## src/rtl/anti_theft_fsm_multi.sv

```systemverilog
`default_nettype none
// ============================================================================
//  Module   : anti_theft_fsm_multi
//  Purpose  : Vehicle anti-theft controller with programmable entry, arming
//             and alarm-hold delays. The design has one driver door (door[0])
//             and NUM_DOORS-1 passenger doors.
//  Ports    : clock        - rising-edge clock, the only clock
//             reset        - synchronous, active-high
//             ignition     - 1 = key on
//             door         - 1 = door open, one bit per door
//             reprogram    - one-cycle write strobe for a delay register
//             timeParamSel - 0 T_ARM, 1 T_DRIVER, 2 T_PASSENGER, 3 T_ALARM
//             timeValue    - new delay in seconds
//             status       - status LED
//             siren        - siren drive
//             timerActive  - countdown running
//             expired      - one-cycle pulse when the countdown ends
//             state        - current FSM state
//             nextState    - next FSM state (combinational)
//  Revision : 1.0 - initial release
// ============================================================================
module anti_theft_fsm_multi #(
  parameter int NUM_DOORS    = 2,
  parameter int TIMER_W      = 4,
  parameter int CLKS_PER_SEC = 4,
  parameter int T_ARM        = 6,
  parameter int T_DRIVER     = 8,
  parameter int T_PASSENGER  = 15,
  parameter int T_ALARM      = 10
) (
  input  logic                 clock,
  input  logic                 reset,
  input  logic                 ignition,
  input  logic [NUM_DOORS-1:0] door,
  input  logic                 reprogram,
  input  logic [1:0]           timeParamSel,
  input  logic [TIMER_W-1:0]   timeValue,
  output logic                 status,
  output logic                 siren,
  output logic                 timerActive,
  output logic                 expired,
  output logic [2:0]           state,
  output logic [2:0]           nextState
);

  localparam int PW = (CLKS_PER_SEC > 1) ? $clog2(CLKS_PER_SEC) : 1;

  localparam logic [1:0] c_SEL_ARM = 2'd0;
  localparam logic [1:0] c_SEL_DRV = 2'd1;
  localparam logic [1:0] c_SEL_PAS = 2'd2;
  localparam logic [1:0] c_SEL_ALM = 2'd3;

  typedef enum logic [2:0] {
    S_ARMED      = 3'd0,
    S_TRIGGERED  = 3'd1,
    S_ALARM      = 3'd2,
    S_ALARM_HOLD = 3'd3,
    S_DISARMED   = 3'd4,
    S_WAIT_OPEN  = 3'd5,
    S_WAIT_CLOSE = 3'd6,
    S_ARM_DELAY  = 3'd7
  } state_e;

  state_e               state_q, state_d;
  logic [TIMER_W-1:0]   delay_q [4];
  logic [TIMER_W-1:0]   count_q;
  logic [PW-1:0]        tpre_q;
  logic [PW-1:0]        free_q;
  logic                 active_q;
  logic                 expired_q;
  logic                 status_q, status_d;
  logic                 siren_q;

  logic                 load_d;
  logic                 cancel_d;
  logic [1:0]           load_sel_d;
  logic                 w_any_door;
  logic                 w_free_tick;
  logic                 w_tmr_tick;
  logic [TIMER_W-1:0]   w_load_raw;
  logic [TIMER_W-1:0]   w_load_val;

  assign w_any_door  = |door;
  assign w_free_tick = (free_q == PW'(CLKS_PER_SEC - 1));
  assign w_tmr_tick  = (tpre_q == PW'(CLKS_PER_SEC - 1));
  assign w_load_raw  = delay_q[load_sel_d];
  // A programmed zero still gives a one-second countdown.
  assign w_load_val  = (w_load_raw == '0) ? TIMER_W'(1) : w_load_raw;

  // Next-state, timer-load and timer-cancel decode.
  always_comb begin
    state_d    = state_q;
    load_d     = 1'b0;
    load_sel_d = c_SEL_ARM;
    cancel_d   = 1'b0;
    case (state_q)
      S_ARMED: begin
        if (ignition) begin
          state_d = S_DISARMED;
        end else if (w_any_door) begin
          state_d    = S_TRIGGERED;
          load_d     = 1'b1;
          load_sel_d = door[0] ? c_SEL_DRV : c_SEL_PAS;
        end
      end
      S_TRIGGERED: begin
        if (ignition)       state_d = S_DISARMED;
        else if (expired_q) state_d = S_ALARM;
      end
      S_ALARM: begin
        if (ignition) begin
          state_d = S_DISARMED;
        end else if (!w_any_door) begin
          state_d    = S_ALARM_HOLD;
          load_d     = 1'b1;
          load_sel_d = c_SEL_ALM;
        end
      end
      S_ALARM_HOLD: begin
        if (ignition)        state_d = S_DISARMED;
        else if (w_any_door) state_d = S_ALARM;
        else if (expired_q)  state_d = S_ARMED;
      end
      S_DISARMED: begin
        if (!ignition) state_d = S_WAIT_OPEN;
      end
      S_WAIT_OPEN: begin
        if (ignition)     state_d = S_DISARMED;
        else if (door[0]) state_d = S_WAIT_CLOSE;
      end
      S_WAIT_CLOSE: begin
        if (ignition) begin
          state_d = S_DISARMED;
        end else if (!w_any_door) begin
          state_d    = S_ARM_DELAY;
          load_d     = 1'b1;
          load_sel_d = c_SEL_ARM;
        end
      end
      S_ARM_DELAY: begin
        if (ignition)        state_d = S_DISARMED;
        else if (w_any_door) state_d = S_WAIT_CLOSE;
        else if (expired_q)  state_d = S_ARMED;
      end
      default: state_d = S_ARMED;
    endcase

    // Leaving a state without starting a new countdown abandons the old one,
    // so a disarm never produces a stale expiry pulse.
    if (!load_d && (state_d != state_q)) cancel_d = 1'b1;

    if (reprogram) begin
      state_d  = S_ARMED;
      load_d   = 1'b0;
      cancel_d = 1'b1;
    end

    // LED blinks only while continuously armed; entering ARMED starts dark.
    status_d = 1'b0;
    if (state_d == S_ARMED) begin
      status_d = (state_q == S_ARMED) ? (status_q ^ w_free_tick) : 1'b0;
    end else if ((state_d == S_TRIGGERED) || (state_d == S_ALARM) ||
                 (state_d == S_ALARM_HOLD)) begin
      status_d = 1'b1;
    end
  end

  always_ff @(posedge clock) begin
    if (reset) begin
      state_q    <= S_ARMED;
      count_q    <= '0;
      tpre_q     <= '0;
      free_q     <= '0;
      active_q   <= 1'b0;
      expired_q  <= 1'b0;
      status_q   <= 1'b0;
      siren_q    <= 1'b0;
      delay_q[0] <= TIMER_W'(T_ARM);
      delay_q[1] <= TIMER_W'(T_DRIVER);
      delay_q[2] <= TIMER_W'(T_PASSENGER);
      delay_q[3] <= TIMER_W'(T_ALARM);
    end else begin
      state_q   <= state_d;
      status_q  <= status_d;
      siren_q   <= (state_d == S_ALARM) || (state_d == S_ALARM_HOLD);
      free_q    <= w_free_tick ? '0 : free_q + PW'(1);
      expired_q <= 1'b0;
      if (reprogram) delay_q[timeParamSel] <= timeValue;

      if (load_d) begin
        count_q  <= w_load_val;
        tpre_q   <= '0;
        active_q <= 1'b1;
      end else if (cancel_d) begin
        count_q  <= '0;
        tpre_q   <= '0;
        active_q <= 1'b0;
      end else if (active_q) begin
        // count_q reaches zero on the edge that raises expired; the
        // following edge ends the active window.
        if (count_q == '0) begin
          active_q <= 1'b0;
        end else if (w_tmr_tick) begin
          tpre_q  <= '0;
          count_q <= count_q - TIMER_W'(1);
          if (count_q == TIMER_W'(1)) expired_q <= 1'b1;
        end else begin
          tpre_q <= tpre_q + PW'(1);
        end
      end
    end
  end

  assign state       = state_q;
  assign nextState   = state_d;
  assign status      = status_q;
  assign siren       = siren_q;
  assign timerActive = active_q;
  assign expired     = expired_q;

endmodule
`default_nettype wire

```

## config.mk

```make
export PLATFORM = sky130hd
export DESIGN_NAME = anti_theft_fsm_multi
export DESIGN_NICKNAME = d
export VERILOG_FILES = /design/src/rtl/anti_theft_fsm_multi.sv
export SDC_FILE = /design/constraint.sdc
export NUM_CORES = 1
export LEC_CHECK = 0
export CORE_MARGIN = 2
export CORE_UTILIZATION = 52
export CTS_CLUSTER_SIZE = 8
export DETAILED_ROUTE_END_ITERATION = 10
export PLACE_DENSITY = 0.75
export SLEW_MARGIN = 20
export SYNTH_ARGS = -nofsm -noshare
export SYNTH_HDL_FRONTEND = slang
export SYNTH_SLANG_ARGS = --single-unit
```

## constraint.sdc

```tcl
create_clock -name clock -period 2.74 [get_ports clock]
set_input_delay 0.411 -clock clock [delete_from_list [all_inputs] [get_ports clock]]
set_output_delay 0.411 -clock clock [all_outputs]
set_load 0.005 [all_outputs]
```

== After elaboration in Yosys (flattened, before gate mapping) ==
Memories as Yosys holds them, arrays and structs flattened.
Index checks and enable logic that the tools add are counted.
Word-level totals
  register bits: 15
  bits in latches: 0
  memory bits (writable): 16
  bits in read-only memories: 0
  logic and storage cells: 105
  memories: 1
Operators by class
  add/subtract/negate cells: 3
  $mul: 0
  div/mod/pow operators: 0
  magnitude comparators: 0
  equality and inequality tests: 15
  shift operators: 0
  multiplexer cells: 55
  bitwise operators: 4
  reductions and logical operators: 19
Memory list
  delay_q: depth 4, bits a word 4, read ports 1, clocked after memory_dff 0, write ports 4, line 65  | logic [TIMER_W-1:0] delay_q [4];
Operators by type and width (count)
  3-bit 2-to-1 mux: 17
  4-bit 2-to-1 mux: 7
  3-bit one-hot mux with 8 select lines: 1
  1-bit 2-to-1 mux: 21
  2-bit 2-to-1 mux: 7
  3-bit by 2-bit equality test with 1-bit output (second input constant): 4
  3-bit equality test (second input constant): 4
  4-bit zero test: 2
  3-bit by 1-bit equality test with 1-bit output (second input constant): 2
  3-bit zero test: 2
  3-bit nonzero test: 2
  2-bit OR reduction: 3
  6-bit OR reduction: 1
  2-bit by 1-bit adder with 2-bit output (second input constant): 2
  2-bit equality test (second input constant): 2
  4-bit by 1-bit equality test with 1-bit output (second input constant): 1
  2-bit one-hot mux with 2 select lines: 1
  4-bit OR reduction: 1
  4-bit by 1-bit subtractor with 4-bit output (second input constant): 1
  1-bit logical OR: 3
  3-bit inequality test: 1
  3-bit inequality test (second input constant): 1
  1-bit inverter: 3
  3-bit AND reduction: 1
  6 further kinds: 6

== Logic depth before layout (Yosys ltp) ==
Gate-level depths: netlist of run 1.
  depth in word-level cells: 10
  gate-level depth with buffers: 7

== Worst setup path before layout of run 1 ==
No wires, ideal clock.
  path type: input-to-reg
  start point: input port door[1]
  end point: register count_q[0]
  library setup time: 0.086 ns
  arrival time: 2.187 ns
  required time: 2.654 ns
  setup slack: 0.467 ns
  stages: 7
  path through: buf_6 or3b_4 a2111oi_4 mux2i_1 mux2i_1 nand4b_1 a221oi_2
On the way
  cells in the longest elaborated chain, start to end: 10
  elaborated cells on any way between the ends: 37
  those cells by class: eq/ne: 2; mux: 27; reduce/logical: 7; memory: 1
Ends and longest elaborated chain
  start: declaration: line 34  | input logic [NUM_DOORS-1:0] door,
  2-bit OR reduction *: line 83  | assign w_any_door = |door;
  3-bit 2-to-1 mux (tied with other cells): line 142  | else if (w_any_door) state_d = S_WAIT_CLOSE;
  3-bit 2-to-1 mux (tied with other cells): line 141  | if (ignition) state_d = S_DISARMED;
  3-bit one-hot mux with 8 select lines or 1-bit one-hot mux with 2 select lines (tied branches): line 96  | case (state_q)
  3-bit inequality test or 1-bit zero test (tied branches): line 150  | if (!load_d && (state_d != state_q)) cancel_d = 1'b1;
  1-bit logical AND: line 150
  1-bit 2-to-1 mux: line 150
  1-bit 2-to-1 mux: line 152  | if (reprogram) begin
  3-bit inequality test (no source line) (tied with other cells)
  3-bit AND reduction (no source line) or 4-bit 2-to-1 mux (tied branches)
  end signal: assignment: line 191  | count_q <= w_load_val;
  end signal: assignment: line 205  | count_q <= count_q - TIMER_W'(1);
  end: declaration: line 66  | logic [TIMER_W-1:0] count_q;
Mark *: on every way between the ends. The rest lies on a longest branch, timed or not.
A chain may end at the register's enable or synchronous reset.

== Final worst setup path of run 1 ==
  start point: input port door[1]
  end point: output port nextState[0]
On the way
  cells in the longest elaborated chain, start to end: 5
  elaborated cells on any way between the ends: 13
  those cells by class: mux: 12; reduce/logical: 1
Ends and longest elaborated chain
  2-bit OR reduction *: line 83
  3-bit 2-to-1 mux (on tied branches) (2 in a row)
  3-bit one-hot mux with 8 select lines *: line 96
  3-bit 2-to-1 mux *: line 152
  end: declaration: line 43  | output logic [2:0] nextState
Marked as above.

==> results.py, run 1 <==
metrics = {
    "status": {
        "status": "finished clean",
    },
    "clock_tree": {
        "cts_made_buffers": 5,
        "cts_resized": 0,
        "cts_hold_buffers": 0,
        "htree_levels": 2,
        "clock_latency_ns": 0.33,
        "tritoncts": "done",
        "clk_path_buf_depth": 2,
        "clkTransAtPathRegs_ns": 0.10,
        "clock-sinks": 31,
        "cts_root_buf": "clkbuf_4",
        "cts_setup_buffers": 0,
    },
    "final_layout": {
        "nets": 223,
        "n_antenna_cell": 0,
        "area_delta_synth_final_pct": 21.6,
        "finalInstanceArea_um2": 2140,
        "drive_gt1_share_pct": 15.4,
    },
    "worst_setup_path": {
        "critPathRequiredTime_ns": 2.33,
        "endpoint_kind": "output pin",
        "startpoint_type": "input port",
        "critPathMaxFanout": 7,
        "worstPathArrival_ns": 2.14,
        "crit_type": "in2out",
    },
    "pwr": {
        "power_switching_uw": 267,
        "p_per_area_nw_per_um2": 450,
        "seqPwrFrac_pct": 55.4,
        "intPower_uw": 697,
        "power_leakage_nw": 0.737,
        "total_power_uw": 964,
        "irDropWorstVdd_mv": 0.369,
        "swShare_pct": 27.7,
        "p_clk_share_pct": 27.6,
        "combPwrFrac_pct": 17.1,
    },
    "synthesis": {
        "synth_area_leaders": "edfxtp_1, dfxtp_1, mux2i_1, nand2b_1, a2111oi_4",
        "synth_flop_cell": "edfxtp_1",
        "syn_inst": 176,
        "syn_avg_cell_area_um2": 10.0,
        "yosys.area.top_type": "edfxtp_1",
        "syn_area_um2": 1760,
        "synth.top_cell.area_share_pct": 27.3,
        "ys_types": 48,
        "synth-seq-area-share_pct": 44.3,
        "ys_warn_count": 0,
        "synth_edf_count": 16,
        "synthArstFlopShare_pct": 0,
        "ys_ff_latch": 31,
        "synth_fp_nets": 192,
    },
    "global_routing": {
        "antenna_found_initial": 0,
        "grt_max_degree": 18,
        "globalRouteOverflowTotal": 0,
        "grt_pass1_vias": 1341,
        "grt_pass1_wl_um": 6290,
        "grt.total_usage_pct": 20.7,
    },
    "timing": {
        "fin_crit_sh_pct": 93.2,
        "slew_headroom_pct": 65.2,
        "final.setup.tns_ns": 0,
        "worstMarginPinSlew_ns": 0.521,
        "slew_violations": 0,
        "hold_viol": 0,
        "fmax_ghz": 0.392,
        "worst_slack_ns": 0.187,
        "setup_violations": 0,
        "fin_crit_ns": 2.55,
        "rsz0062_at_grt": "false",
        "clock_skew_ns": 0.00483,
    },
    "placement": {
        "placed_cell_area_um2": 2080,
        "pre_cts_ws_ns": 0.0888,
        "port_buffers": 21,
        "place.gp.congestion": 0.816,
        "place_hpwl_um": 2800,
    },
    "detailed_routing": {
        "viasPerCell": 5.67,
        "routed_wl_um": 3700,
        "num_vias": 1440,
        "drt.antenna.violating_nets": 0,
        "drc": 0,
        "drtIter0Drc": 81,
        "first_pass_iters": 4,
        "post_drt_wl_per_cell_um": 14.6,
    },
    "min_path": {
        "min_path_type": "reg2reg",
    },
    "job": {
        "drv_cap": 0,
    },
    "floorplan": {
        "die_h_um": 62.2,
        "io_pins": 22,
        "die_area_um2": 3870,
        "start_util_pct": 53.6,
        "core_um2": 3280,
        "dieWidth_um": 62.2,
        "fp-row-count": 21,
    },
}
==> layout make-up <==
type	instances	area [um2]
Multi-Input combinational cell	125	897
Fill cell	258	1140
Tap cell	46	57.6
Clock inverter	3	20.0
Clock buffer	5	37.5
Sequential cell	31	781
Inverter	9	33.8
Timing Repair Buffer	35	315
==> flip-flops by register name, indices dropped and copies added, names as in the netlist <==
register	cells
free_q	2
timerActive	1
siren	1
status	1
count_q	4
tpre_q	2
state	3
delay_q	16
expired	1
==> per-layer routing <==
layer  vias up  track usage (%)  wire length, um
met4         0             7.22               23
met2        36             34.4             1850
met1       681             26.5             1690
met3         2             5.07              143
li1        721                -                -
met5         -                0                0
==> placed cells by master, fill, tap and decap left out, drive strengths merged, types with 3 or more instances in the layout <==
cell type	synthesis	final
nand2b	12	12
clkbuf	7	5
a2111oi	4	4
a21oi	5	5
a311oi	3	3
o211ai	3	3
nor3b	3	3
nand2	3	3
nor3	5	5
nand3	7	7
nand4	4	4
nor2	14	14
o21ai	5	5
and2	8	8
mux2i	8	8
buf	4	14
edfxtp	16	16
dfxtp	15	15
clkdlybuf4s50	0	21
or2	3	3
inv	9	9
ha	4	4
nor2b	3	3
==> kinds of logic after synthesis <==
group | synth area share [%]
multiplexers | 5.18
XOR/XNOR | 1.49
buffers and inverters | 4.76
flip-flops | 44.3
AO/OA/AOI/OAI | 17.6
AND/OR/NAND/NOR | 23.8
adder cells (fa/ha/maj) | 2.84
==> per-stage QoR <==
step | hold WS [ns] | instances | utilization [%]
2_1_floorplan | 0.408 | 176 | -
4_1_cts | 0.439 | 254 | 65.2
3_3_place_gp | 0.417 | 246 | 63.5
6_report | 0.434 | 254 | 65.2
5_1_grt | 0.444 | 254 | 65.2
3_5_place_dp | 0.421 | 246 | 63.5
==> path summary, 6_finish.rpt <==
| kind | start | end | slack [ns] | cells after the start |
|---|---|---|---|---|
| setup / recovery | door[1] | nextState[0] | 0.19 | 7 |
| hold / removal | free_q[0] | free_q[0] | 0.43 | 1 |
| setup reg to reg | state[2] | count_q[2] | 0.50 | 6 |
| hold reg to reg | free_q[0] | free_q[0] | 0.43 | 1 |
==> critical path, cell delays in order <==
cell and delay (ns):
clkdlybuf4s50_1 0.45, buf_4 0.18, nor4_1 0.23, a21oi_1 0.07, o2111ai_1 0.30, inv_1 0.07, clkdlybuf4s50_1 0.45
==> cells in the mapped netlist (2+ instances only) <==
library cell   n
edfxtp_1      16
dfxtp_1       15
nor2_1        14
nand2b_1      12
inv_1          9
and2_1         8
mux2i_1        8
clkbuf_1       7
nand3_1        7
a21oi_1        5
nor3_1         5
o21ai_0        5
ha_1           4
nand4_1        4
a311oi_1       3
nand2_1        3
nor2b_1        3
nor3b_1        3
o211ai_1       3
or2_2          3
a2111oi_1      2
a2111oi_4      2
a211oi_1       2
a22oi_1        2
a32oi_1        2
buf_1          2
nand3b_1       2
nor4_1         2
or3_1          2
or4_1          2
xnor2_1        2
==> power by group through the flow <==
| stage | registers, mW | clock network [mW] | logic, mW |
|---|---|---|---|
| after floorplan | 0.536 | 0 | 0.105 |
| after global placement | 0.543 | 0 | 0.157 |
| after detailed placement | 0.544 | 0 | 0.163 |
| after CTS | 0.534 | 0.279 | 0.164 |
| after global routing | 0.537 | 0.292 | 0.184 |
| final | 0.534 | 0.266 | 0.165 |
Power figures use the tool's default switching activity.
==> run 2: changes to the inputs <==
--- a/config.mk
+++ b/config.mk
@@ -10,6 +10,7 @@
 export CTS_CLUSTER_SIZE = 8
 export DETAILED_ROUTE_END_ITERATION = 10
 export PLACE_DENSITY = 0.75
+export REMOVE_ABC_BUFFERS = 1
 export SLEW_MARGIN = 20
 export SYNTH_ARGS = -nofsm -noshare
 export SYNTH_HDL_FRONTEND = slang
==> run 2 against run 1 <==
  * Power is 0.41% lower
  * Register-to-register slack lost 0.11 ns
  * Design area fell by 0.18%
  * Via count rose by 2.2%
  * Global-route usage grew 0.49 points
  * Sequential cell count did not move
  * Critical path type unchanged
  * Clock power down 2%
  * Maximum frequency down 4.9%
==> results.py, run 2 (synthesized netlist as in run 1, its figures left out) <==
metrics = {
    "placement": {
        "place_hpwl_um": 2900,
        "port_buffers": 21,
        "place.gp.congestion": 0.811,
        "placed_cells": 244,
        "pre_cts_ws_ns": -0.185,
    },
    "global_routing": {
        "globalRouteOverflowTotal": 0,
        "grt.total_usage_pct": 21.2,
        "grt_pass1_vias": 1454,
        "grt_pass1_wl_um": 6510,
        "grt_max_degree": 19,
        "antenna_found_initial": 0,
    },
    "detailed_routing": {
        "post_drt_wl_per_cell_um": 15.0,
        "drtIter0Drc": 73,
        "drt.antenna.violating_nets": 0,
        "num_vias": 1472,
        "drc": 0,
        "wl_met3_um": 139,
        "viasPerCell": 5.80,
        "highest_layer": "met4",
        "met2WireLength_um": 2000,
        "first_pass_iters": 4,
        "wl_met1_um": 1610,
        "routed_wl_um": 3810,
    },
    "timing": {
        "fin_crit_sh_pct": 97.9,
        "rsz0062_at_grt": "true",
        "worstMarginPinSlew_ns": 0.525,
        "setup_violations": 0,
        "slew_violations": 0,
        "slew_headroom_pct": 65.0,
        "fmax_ghz": 0.373,
        "fin_crit_ns": 2.68,
        "hold_viol": 0,
        "worst_slack_ns": 0.0567,
        "clock_skew_ns": 0.0104,
    },
    "final_layout": {
        "multi_input_area_um2": 897,
        "largest_register_ffs": 16,
        "layout_common_cells": "clkdlybuf4s50_1, edfxtp_1, dfxtp_1, nor2_1, buf_4",
        "finalNonFillerCells": 254,
        "final_common_cell": "clkdlybuf4s50_1",
        "drive_gt1_share_pct": 14.9,
        "register_area_um2": 781,
        "n_antenna_cell": 0,
        "area_delta_synth_final_pct": 21.4,
        "nets": 223,
        "num-fill-cells": 268,
        "top_register": "delay_q",
    },
    "worst_setup_path": {
        "crit_start": "door[0]",
        "worstPathArrival_ns": 2.27,
        "reg2reg_from": "state[2]",
        "startpoint_type": "input port",
        "endpoint_kind": "output pin",
        "crit_path_end": "nextState[2]",
        "critPathMaxFanout": 8,
        "critPathRequiredTime_ns": 2.33,
        "reg2reg_slack_ns": 0.39,
        "crit_type": "in2out",
        "r2r-end": "count_q[3]",
        "r2r.worst_path.cells": 6,
    },
    "clock_tree": {
        "clk_path_buf_depth": 2,
        "cts_resized": 0,
        "cts_hold_buffers": 0,
        "cts_setup_buffers": 0,
        "clock-sinks": 31,
        "htree_levels": 2,
        "tritoncts": "done",
        "clkTransAtPathRegs_ns": 0.09,
        "cts_root_buf": "clkbuf_4",
        "cts_made_buffers": 5,
        "clock_latency_ns": 0.33,
    },
    "floorplan": {
        "io_pins": 22,
        "die_h_um": 62.2,
        "fp-row-count": 21,
        "core_um2": 3280,
        "dieWidth_um": 62.2,
        "die_area_um2": 3870,
        "start_util_pct": 53.6,
    },
    "job": {
        "drv_cap": 0,
    },
    "pwr": {
        "power_leakage_nw": 0.739,
        "seqPwrFrac_pct": 55.5,
        "swShare_pct": 27.3,
        "p_clk_share_pct": 27.1,
        "power_switching_uw": 262,
        "intPower_uw": 698,
        "irDropWorstVdd_mv": 0.315,
        "combPwrFrac_pct": 17.4,
        "p_per_area_nw_per_um2": 449,
    },
    "min_path": {
        "min_path_type": "reg2reg",
    },
    "status": {
        "status": "finished clean",
    },
}
## run 2: cell types whose count changed in the layout (fill, tap and decap cells not counted), sizes merged
cell / delta
clkbuf: +1
clkinvlp: -1
## run 2: power by group through the flow
stage | combinational [mW] | sequential, mW | clock [mW]
global route | 0.185 | 0.536 | 0.287
global placement | 0.156 | 0.542 | 0
finish | 0.167 | 0.533 | 0.260
detailed placement | 0.163 | 0.544 | 0
floorplan | 0.0890 | 0.540 | 0
CTS | 0.164 | 0.533 | 0.271
## run 2: worst min-delay path by stage
stage               cells past startpoint        end       from  slack [ns]
floorplan                               1  free_q[0]  free_q[0]        0.40
global placement                        1  free_q[0]  free_q[0]        0.42
detailed placement                      1  free_q[0]  free_q[0]        0.43
CTS                                     1  free_q[0]  free_q[0]        0.45
global route                            1  free_q[0]  free_q[0]        0.48
finish                                  1  free_q[0]  free_q[0]        0.44
## run 2: final cells by class
class	count	share of cell area (%)
Timing Repair Buffer	35	14.7
Inverter	9	1.58
Tap cell	46	2.69
Clock inverter	2	0.585
Clock buffer	6	1.93
Multi-Input combinational cell	125	42.0
Sequential cell	31	36.5
## run 2: per-layer routing
layer | GRT usage, % | up-vias
met1 | 25.5 | 711
met5 | 0 | -
met2 | 37.6 | 37
met3 | 3.80 | 7
li1 | - | 717
met4 | 8.33 | 0
## run 2: critical path, cell delays in order
cell and delay (ns):
clkdlybuf4s50_1 0.53, buf_4 0.21, nor2_1 0.14, nand4_1 0.16, a21oi_1 0.28, nor2_1 0.09, clkdlybuf4s50_1 0.45
## run 2: stage by stage
stage                     total power [mW]  area [um2]  TNS [ns]  util [%]  hold WS, ns
final                                0.960        2140         0      65.1        0.440
after global routing                  1.01        2140    -0.101      65.1        0.478
after CTS                            0.968        2120         0      64.6        0.445
after detailed placement             0.707        2070    -0.277      63.0        0.431
after global placement               0.698        2070         0      63.0        0.417
after floorplan                      0.629        1710         0         -        0.405
==> run 3: changes to the inputs <==
--- a/config.mk
+++ b/config.mk
@@ -7,6 +7,8 @@
 export LEC_CHECK = 0
 export CORE_MARGIN = 2
 export CORE_UTILIZATION = 52
+export CTS_BUF_LIST = sky130_fd_sc_hd__clkbuf_16
+export CTS_CLUSTER_DIAMETER = 120
 export CTS_CLUSTER_SIZE = 8
 export DETAILED_ROUTE_END_ITERATION = 10
 export PLACE_DENSITY = 0.75
==> run 3 against run 2 <==
  * Highest routed layer unchanged
  * Sequential power about the same
  * Largest power group unchanged
  * Core utilization up 2.8 points
  * Via count up 0.34%
  * Register-to-register slack worse by 0.08 ns
  * Count of clock-buffer cells in the layout down 1
==> results.py, run 3 (synthesized netlist as in run 1, its figures left out) <==
metrics = {
    "worst_setup_path": {
        "startpoint_type": "input port",
        "endpoint_kind": "output pin",
        "critPathMaxFanout": 8,
        "crit_type": "in2out",
        "worstPathArrival_ns": 2.27,
        "critPathRequiredTime_ns": 2.33,
    },
    "global_routing": {
        "grt_max_degree": 19,
        "antenna_found_initial": 0,
        "grt_pass1_vias": 1480,
        "globalRouteOverflowTotal": 0,
        "grt_pass1_wl_um": 6690,
        "grt.total_usage_pct": 22.1,
    },
    "floorplan": {
        "fp-row-count": 21,
        "die_area_um2": 3870,
        "start_util_pct": 53.6,
        "core_um2": 3280,
        "die_h_um": 62.2,
        "io_pins": 22,
        "dieWidth_um": 62.2,
    },
    "timing": {
        "fmax_ghz": 0.373,
        "setup_violations": 0,
        "slew_violations": 0,
        "slew_headroom_pct": 63.2,
        "fin_crit_sh_pct": 97.8,
        "hold_viol": 0,
        "worstMarginPinSlew_ns": 0.551,
        "fin_crit_ns": 2.68,
        "clock_skew_ns": 0.00470,
    },
    "min_path": {
        "min_path_type": "reg2reg",
    },
    "final_layout": {
        "top_register": "delay_q",
        "finalInstanceArea_um2": 2230,
        "nets": 223,
        "largest_register_ffs": 16,
        "drive_gt1_share_pct": 15.4,
        "final_common_cell": "clkdlybuf4s50_1",
        "finalNonFillerCells": 254,
        "area_delta_synth_final_pct": 26.6,
        "fin_util_pct": 67.9,
        "layout_common_cells": "clkdlybuf4s50_1, edfxtp_1, dfxtp_1, nor2_1, buf_4",
        "n_antenna_cell": 0,
    },
    "job": {
        "drv_cap": 0,
    },
    "clock_tree": {
        "tritoncts": "done",
        "cts_hold_buffers": 0,
        "cts_made_buffers": 5,
        "clkTransAtPathRegs_ns": 0.05,
        "clock-sinks": 31,
        "cts_root_buf": "clkbuf_16",
        "clk_path_buf_depth": 2,
        "clock_latency_ns": 0.28,
        "htree_levels": 2,
    },
    "pwr": {
        "p_per_area_nw_per_um2": 551,
        "power_leakage_nw": 0.782,
        "irDropWorstVdd_mv": 0.375,
        "total_power_mw": 1.23,
    },
    "detailed_routing": {
        "first_pass_iters": 4,
        "drtIter0Drc": 45,
        "routed_wl_um": 3950,
        "post_drt_wl_per_cell_um": 15.6,
        "num_vias": 1477,
        "viasPerCell": 5.81,
        "drt.antenna.violating_nets": 0,
        "drc": 0,
    },
    "placement": {
        "port_buffers": 21,
        "place.gp.congestion": 0.811,
        "placed_cells": 244,
        "placed_cell_area_um2": 2070,
        "place_hpwl_um": 2900,
    },
    "status": {
        "status": "finished clean",
    },
}
==> run 3: cell types whose count changed in the layout (fill, tap and decap cells not counted) <==
cell,change
a21oi_1,-1
clkbuf_1,-1
clkbuf_4,-5
inv_1,+1
clkbuf_16,+5
a21oi_2,+1
==> run 3: final cells by class <==
type	count	area [um2]
multi-input combinational	125	901
inverter	9	33.8
sequential	31	781
tap	46	57.6
clock inverter	3	16.3
fill	250	1050
timing repair buffer	35	315
clock buffer	5	125
==> run 3: where the power goes <==
part           switching [mW]  total [mW]  internal, mW
clock network           0.195       0.526         0.331
logic                  0.0850       0.168        0.0829
registers              0.0166       0.535         0.518
total                   0.297        1.23         0.932
==> run 3: final timing paths <==
check	slack [ns]	cells past startpoint	startpoint	end
max	0.06	7	door[0]	nextState[2]
min	0.43	1	free_q[0]	free_q[0]
min reg2reg	0.43	1	free_q[0]	free_q[0]
max reg2reg	0.31	6	state[2]	count_q[3]
==> run 3: worst max-delay path: stages <==
cell	delay [ns]
clkdlybuf4s50_1	0.53
buf_4	0.21
nor2_1	0.14
nand4_1	0.20
a21oi_2	0.25
nor2_1	0.08
clkdlybuf4s50_1	0.44
==> run 3: repair_timing <==
action / 4_1_cts / 5_1_grt
endpoints found under the hold margin: 0 / 0
endpoints found under the setup margin: 0 / 3
resized for setup: 0 / 1
setup buffers: 0 / 2
==> run 3: routing by layer <==
metal	up-vias	routed length (um)	global-route usage, %
met3	7	123	5.07
met1	720	1680	25.8
met4	0	66	8.89
li1	722	-	-
met2	28	2090	39.1
met5	-	0	0
==> run 3: per-stage QoR <==
| stage | hold slack (ns) | setup TNS (ns) | setup WS (ns) |
|---|---|---|---|
| 3_5_place_dp | 0.431 | -0.277 | -0.185 |
| 3_3_place_gp | 0.417 | 0 | 0.0472 |
| 6_report | 0.434 | 0 | 0.0591 |
| 5_1_grt | 0.470 | -0.0103 | -0.0103 |
| 2_1_floorplan | 0.405 | 0 | 0.407 |
| 4_1_cts | 0.438 | 0 | 0.0520 |
